===== src/rtl/multicycle_controller.sv =====
// Multicycle control FSM: steps each instruction through fetch, decode, execute,
// memory and writeback states, driving datapath enables and mux selects.
module multicycle_controller #(
  parameter int TRAP_ON_ILLEGAL = 1
) (
  input  logic       clk,
  input  logic       reset,
  input  logic [6:0] op,
  input  logic [2:0] funct3,
  input  logic       funct7b5,
  input  logic       Zero,
  input  logic       mem_ready,
  output logic       PCWrite,
  output logic       IRWrite,
  output logic       RegWrite,
  output logic       MemWrite,
  output logic       AdrSrc,
  output logic [1:0] ResultSrc,
  output logic [1:0] ALUSrcA,
  output logic [1:0] ALUSrcB,
  output logic [1:0] ImmSrc,
  output logic [2:0] ALUControl,
  output logic       illegal,
  output logic [3:0] state
);

  typedef enum logic [3:0] {
    S_FETCH    = 4'd0,
    S_DECODE   = 4'd1,
    S_MEMADR   = 4'd2,
    S_MEMREAD  = 4'd3,
    S_MEMWB    = 4'd4,
    S_MEMWRITE = 4'd5,
    S_EXECR    = 4'd6,
    S_EXECI    = 4'd7,
    S_ALUWB    = 4'd8,
    S_BEQ      = 4'd9,
    S_JAL      = 4'd10,
    S_TRAP     = 4'd11
  } state_t;

  localparam logic [6:0] OP_LOAD   = 7'b0000011;
  localparam logic [6:0] OP_STORE  = 7'b0100011;
  localparam logic [6:0] OP_RTYPE  = 7'b0110011;
  localparam logic [6:0] OP_ITYPE  = 7'b0010011;
  localparam logic [6:0] OP_BRANCH = 7'b1100011;
  localparam logic [6:0] OP_JAL    = 7'b1101111;

  localparam logic [2:0] ALU_ADD = 3'b000;
  localparam logic [2:0] ALU_SUB = 3'b001;
  localparam logic [2:0] ALU_AND = 3'b010;
  localparam logic [2:0] ALU_OR  = 3'b011;
  localparam logic [2:0] ALU_SLT = 3'b101;

  state_t     state_q;
  state_t     state_d;
  logic [2:0] alu_funct;

  always_ff @(posedge clk) begin
    if (!reset) state_q <= S_FETCH;
    else        state_q <= state_d;
  end

  always_comb begin
    state_d = state_q;
    unique case (state_q)
      S_FETCH:    state_d = mem_ready ? S_DECODE : S_FETCH;
      S_DECODE: begin
        unique case (op)
          OP_LOAD, OP_STORE: state_d = S_MEMADR;
          OP_RTYPE:          state_d = S_EXECR;
          OP_ITYPE:          state_d = S_EXECI;
          OP_BRANCH:         state_d = S_BEQ;
          OP_JAL:            state_d = S_JAL;
          default:           state_d = (TRAP_ON_ILLEGAL != 0) ? S_TRAP : S_FETCH;
        endcase
      end
      S_MEMADR:   state_d = (op == OP_LOAD) ? S_MEMREAD : S_MEMWRITE;
      S_MEMREAD:  state_d = mem_ready ? S_MEMWB : S_MEMREAD;
      S_MEMWB:    state_d = S_FETCH;
      S_MEMWRITE: state_d = mem_ready ? S_FETCH : S_MEMWRITE;
      S_EXECR:    state_d = S_ALUWB;
      S_EXECI:    state_d = S_ALUWB;
      S_ALUWB:    state_d = S_FETCH;
      S_BEQ:      state_d = S_FETCH;
      S_JAL:      state_d = S_ALUWB;
      S_TRAP:     state_d = S_TRAP;
      default:    state_d = S_FETCH;
    endcase
  end

  // Subtract only for register-register with funct7b5; immediate adds never subtract.
  always_comb begin
    alu_funct = ALU_ADD;
    unique case (funct3)
      3'b000:  alu_funct = (op[5] && funct7b5) ? ALU_SUB : ALU_ADD;
      3'b010:  alu_funct = ALU_SLT;
      3'b110:  alu_funct = ALU_OR;
      3'b111:  alu_funct = ALU_AND;
      default: alu_funct = ALU_ADD;
    endcase
  end

  always_comb begin
    ImmSrc = 2'b00;
    unique case (op)
      OP_STORE:  ImmSrc = 2'b01;
      OP_BRANCH: ImmSrc = 2'b10;
      OP_JAL:    ImmSrc = 2'b11;
      default:   ImmSrc = 2'b00;
    endcase
  end

  always_comb begin
    PCWrite    = 1'b0;
    IRWrite    = 1'b0;
    RegWrite   = 1'b0;
    MemWrite   = 1'b0;
    AdrSrc     = 1'b0;
    ResultSrc  = 2'b00;
    ALUSrcA    = 2'b00;
    ALUSrcB    = 2'b00;
    ALUControl = ALU_ADD;
    illegal    = 1'b0;
    unique case (state_q)
      S_FETCH: begin
        ALUSrcB   = 2'b10;
        ResultSrc = 2'b10;
        IRWrite   = mem_ready;
        PCWrite   = mem_ready;
      end
      S_DECODE: begin
        ALUSrcA = 2'b01;
        ALUSrcB = 2'b01;
      end
      S_MEMADR: begin
        ALUSrcA = 2'b10;
        ALUSrcB = 2'b01;
      end
      S_MEMREAD:  AdrSrc = 1'b1;
      S_MEMWB: begin
        ResultSrc = 2'b01;
        RegWrite  = 1'b1;
      end
      S_MEMWRITE: begin
        AdrSrc   = 1'b1;
        MemWrite = 1'b1;
      end
      S_EXECR: begin
        ALUSrcA    = 2'b10;
        ALUControl = alu_funct;
      end
      S_EXECI: begin
        ALUSrcA    = 2'b10;
        ALUSrcB    = 2'b01;
        ALUControl = alu_funct;
      end
      S_ALUWB:    RegWrite = 1'b1;
      S_BEQ: begin
        ALUSrcA    = 2'b10;
        ALUControl = ALU_SUB;
        PCWrite    = Zero;
      end
      S_JAL: begin
        ALUSrcA = 2'b01;
        ALUSrcB = 2'b10;
        PCWrite = 1'b1;
      end
      S_TRAP:     illegal = 1'b1;
      default: ;
    endcase
    // Architectural side effects must be suppressed for the whole reset cycle.
    if (!reset) begin
      PCWrite  = 1'b0;
      IRWrite  = 1'b0;
      RegWrite = 1'b0;
      MemWrite = 1'b0;
    end
  end

  assign state = state_q;

endmodule


===== config.mk =====
export PLATFORM = sky130hd
export DESIGN_NAME = multicycle_controller
export DESIGN_NICKNAME = d
export VERILOG_FILES = /design/src/rtl/multicycle_controller.sv
export SDC_FILE = /design/constraint.sdc
export NUM_CORES = 1
export LEC_CHECK = 0
export CORE_MARGIN = 2
export CORE_UTILIZATION = 36
export DETAILED_ROUTE_END_ITERATION = 10
export HOLD_SLACK_MARGIN = 0.02
export PLACE_DENSITY = 0.85
export SLEW_MARGIN = 10
export SYNTH_ARGS = -nofsm -noshare
export SYNTH_HDL_FRONTEND = slang
export SYNTH_SLANG_ARGS = --single-unit

===== constraint.sdc =====
create_clock -name clk -period 2.05 [get_ports clk]
set_clock_uncertainty 0.15 [all_clocks]
set_input_delay 0.41 -clock clk [delete_from_list [all_inputs] [get_ports clk]]
set_output_delay 0.41 -clock clk [all_outputs]
set_load 0.05 [all_outputs]

==> impl_metrics.ini <==
[sta]
fin_crit_sh_pct = 102.8
setup_viol = 5
whs_ns = 0.4618
fmax_mhz = 474.5
finalWorstSetupSlack_ns = -0.05768
min_period_ns = 2.108
rsz0062_at_grt = yes
tightest_slew_ns = 0.5125
hold_viol = 0
tns_ns = -0.1693
maxSlewHeadroom_pct = 65.57
maxSlewViolCount = 0

[layout]
layout-drive-gt1-share_pct = 52.63
fill_cells = 34
largest_register_ffs = 4
multi_input_comb_area_um2 = 625.6
fin_cells = 168
antenna_cells = 0
mostFrequentLayoutCells = buf_4, buf_12, nor2_1, dlygate4sd2_1, nand2_1
utilization_pct = 95.48
final_area_um2 = 1455
final_common_cell = buf_4
area_growth_pct = 146.4
nNetsFinal = 169
regArea_um2 = 95.09

[synthesis]
syn-num-nets = 108
synth_edf_count = 0
synth.area.top_cells = dfxtp_1, nor2_1, nor2b_1
yosysTopAreaCellShare_pct = 13.56
syn_area_um2 = 590.6
syn_inst = 93
async_flop_share_pct = 0
synth.ff_latch_count = 4
synth_warnings = 0
synth_cell_types = 35
synth_flop_cell = dfxtp_1
synth-seq-area-share_pct = 13.56
syn_area_per_cell_um2 = 6.350
yosysTopAreaCell = dfxtp_1

[clock_network]
htree_levels = 1
clock_path_buffers = 2
clk_pin_slew_ns = 0.05
cts_sinks = 4
root_buffer = clkbuf_4
cts_tree = yes
clock_latency_ns = 0.24
cts_made_buffers = 3

[power_and_ir_drop]
leakage_nw = 0.6053
p_seq_share_pct = 11.6
swShare_pct = 54.75
p_total_mw = 1.953
power_frac_clock_pct = 5.3
internal_power_mw = 0.8838
power.density_nw_per_um2 = 1342
p_sw_mw = 1.069
combPwrFrac_pct = 83.1
vdd.ir_drop.worst_v = 0.001401

[floorplan]
start_util_pct = 38.75
die_h_um = 44.50
rows = 14
core_area_um2 = 1524
die_area_um2 = 1980
fp.dieW_um = 44.50
pin_count = 36

[routing]
dr.pass1.iters = 5
wire_per_inst_um = 22.00
route.met2.wl_mm = 1.792
dr_total_vias = 1128
dr.max_layer_used = met4
wl_mm = 3.696
drt_first_iter_violations = 83
ant_nets = 0
avgViaCountPerCell = 6.714
dr_wl_met3_um = 436
drc = 0
wl_met1_mm = 1.163

[global_route]
gr-usage-all-layers_pct = 30.44
antenna_found_initial = 0
grt_first_pass_wirelength_mm = 4.485
overflow = 0
grt_pass1_vias = 987
grt_max_degree = 20

[placed_design]
place_ws_ns = -0.2932
placed_area_um2 = 1341
routabilityCongestion = 0.8189
dp_cells = 157
dp_hpwl_mm = 2.014
io_buffers = 35

[setup_path]
r2r-start = state[1]
cp_num_buf_inv = 2
worstPathMaxFanout = 4
cp-start-kind = input port
cp_cell_sequence = dlygate4sd2_1 > or2_4 > o21ai_0 > and3b_2 > buf_12
slowest_stage = or2_4
crit_arrival_ns = 1.55
startpoint = op[2]
worst_setup_path_end_kind = output port
crit_family = simple AND/OR/NAND/NOR gates
cpPeakStageDelay_ns = 0.27
crit_type = input port to output port
required_ns = 1.49

[job]
cap_violations = 0

[min_path]
hp-class = register to register
hold_start = state[1]

[status]
status = finished with violations
violations = negative setup slack
worst paths after layout:
kind	endpoint	slack, ns	cells after the start
hold / removal	state[1]	0.46	2
setup reg to reg	state[0]	0.02	5
hold reg to reg	state[1]	0.46	2
setup / recovery	ImmSrc[0]	-0.06	5
area by class of cell:
cell class                 instances  share of cell area (%)
timing repair buffer              62                   47.03
multi-input combinational         81                   42.99
sequential                         4                   6.535
clock buffer                       3                   1.548
tap                               16                   1.376
inverter                           2                  0.5159
worst register-to-register path, delay by kind of cell (launching register included):
| kind | cells | cell delay, ns |
|---|---|---|
| flops | 1 | 0.38 |
| buf+inv | 1 | 0.22 |
| simple gates | 2 | 0.76 |
| compound gates | 2 | 0.45 |
kinds of logic after synthesis:
family,share of synthesized area (%)
flops,13.56
simple gates,50.64
buf+inv,5.085
xor+xnor,4.450
mux,1.695
compound gates,24.57
routing by layer:
metal	track usage, %	vias to the layer above
met4	16.36	0
met2	55.94	115
met3	4.490	43
met1	32.76	507
met5	0	-
li1	-	463
synth_stat cells, drive strengths merged, types with 2 or more instances:
library cell	number
or3	2
o21a	2
nor4	2
xor2	2
a21oi	3
and3	2
nand3	4
o22ai	2
a31oi	4
and3b	2
nor2b	5
clkbuf	5
nand2	7
o21ai	6
nor2	14
nand2b	4
o211ai	2
nand3b	3
inv	2
nor3	3
dfxtp	4
power by group through the flow:
stage                     Clock (mW)  Combinational, mW  Sequential [mW]
after detailed placement           0               1.42            0.225
final                          0.104               1.62            0.226
after global placement             0               1.39            0.220
after floorplan                    0              0.861            0.232
after global routing           0.104               1.67            0.231
after CTS                     0.0956               1.47            0.226
timing repair:
item	CTS	global route
hold endpoints to repair	0	0
resized for setup	17	4
endpoints found under the setup margin	8	6
hold buffers	0	0
setup buffers	3	5
pin swaps	3	1
Power figures use the tool's default switching activity.
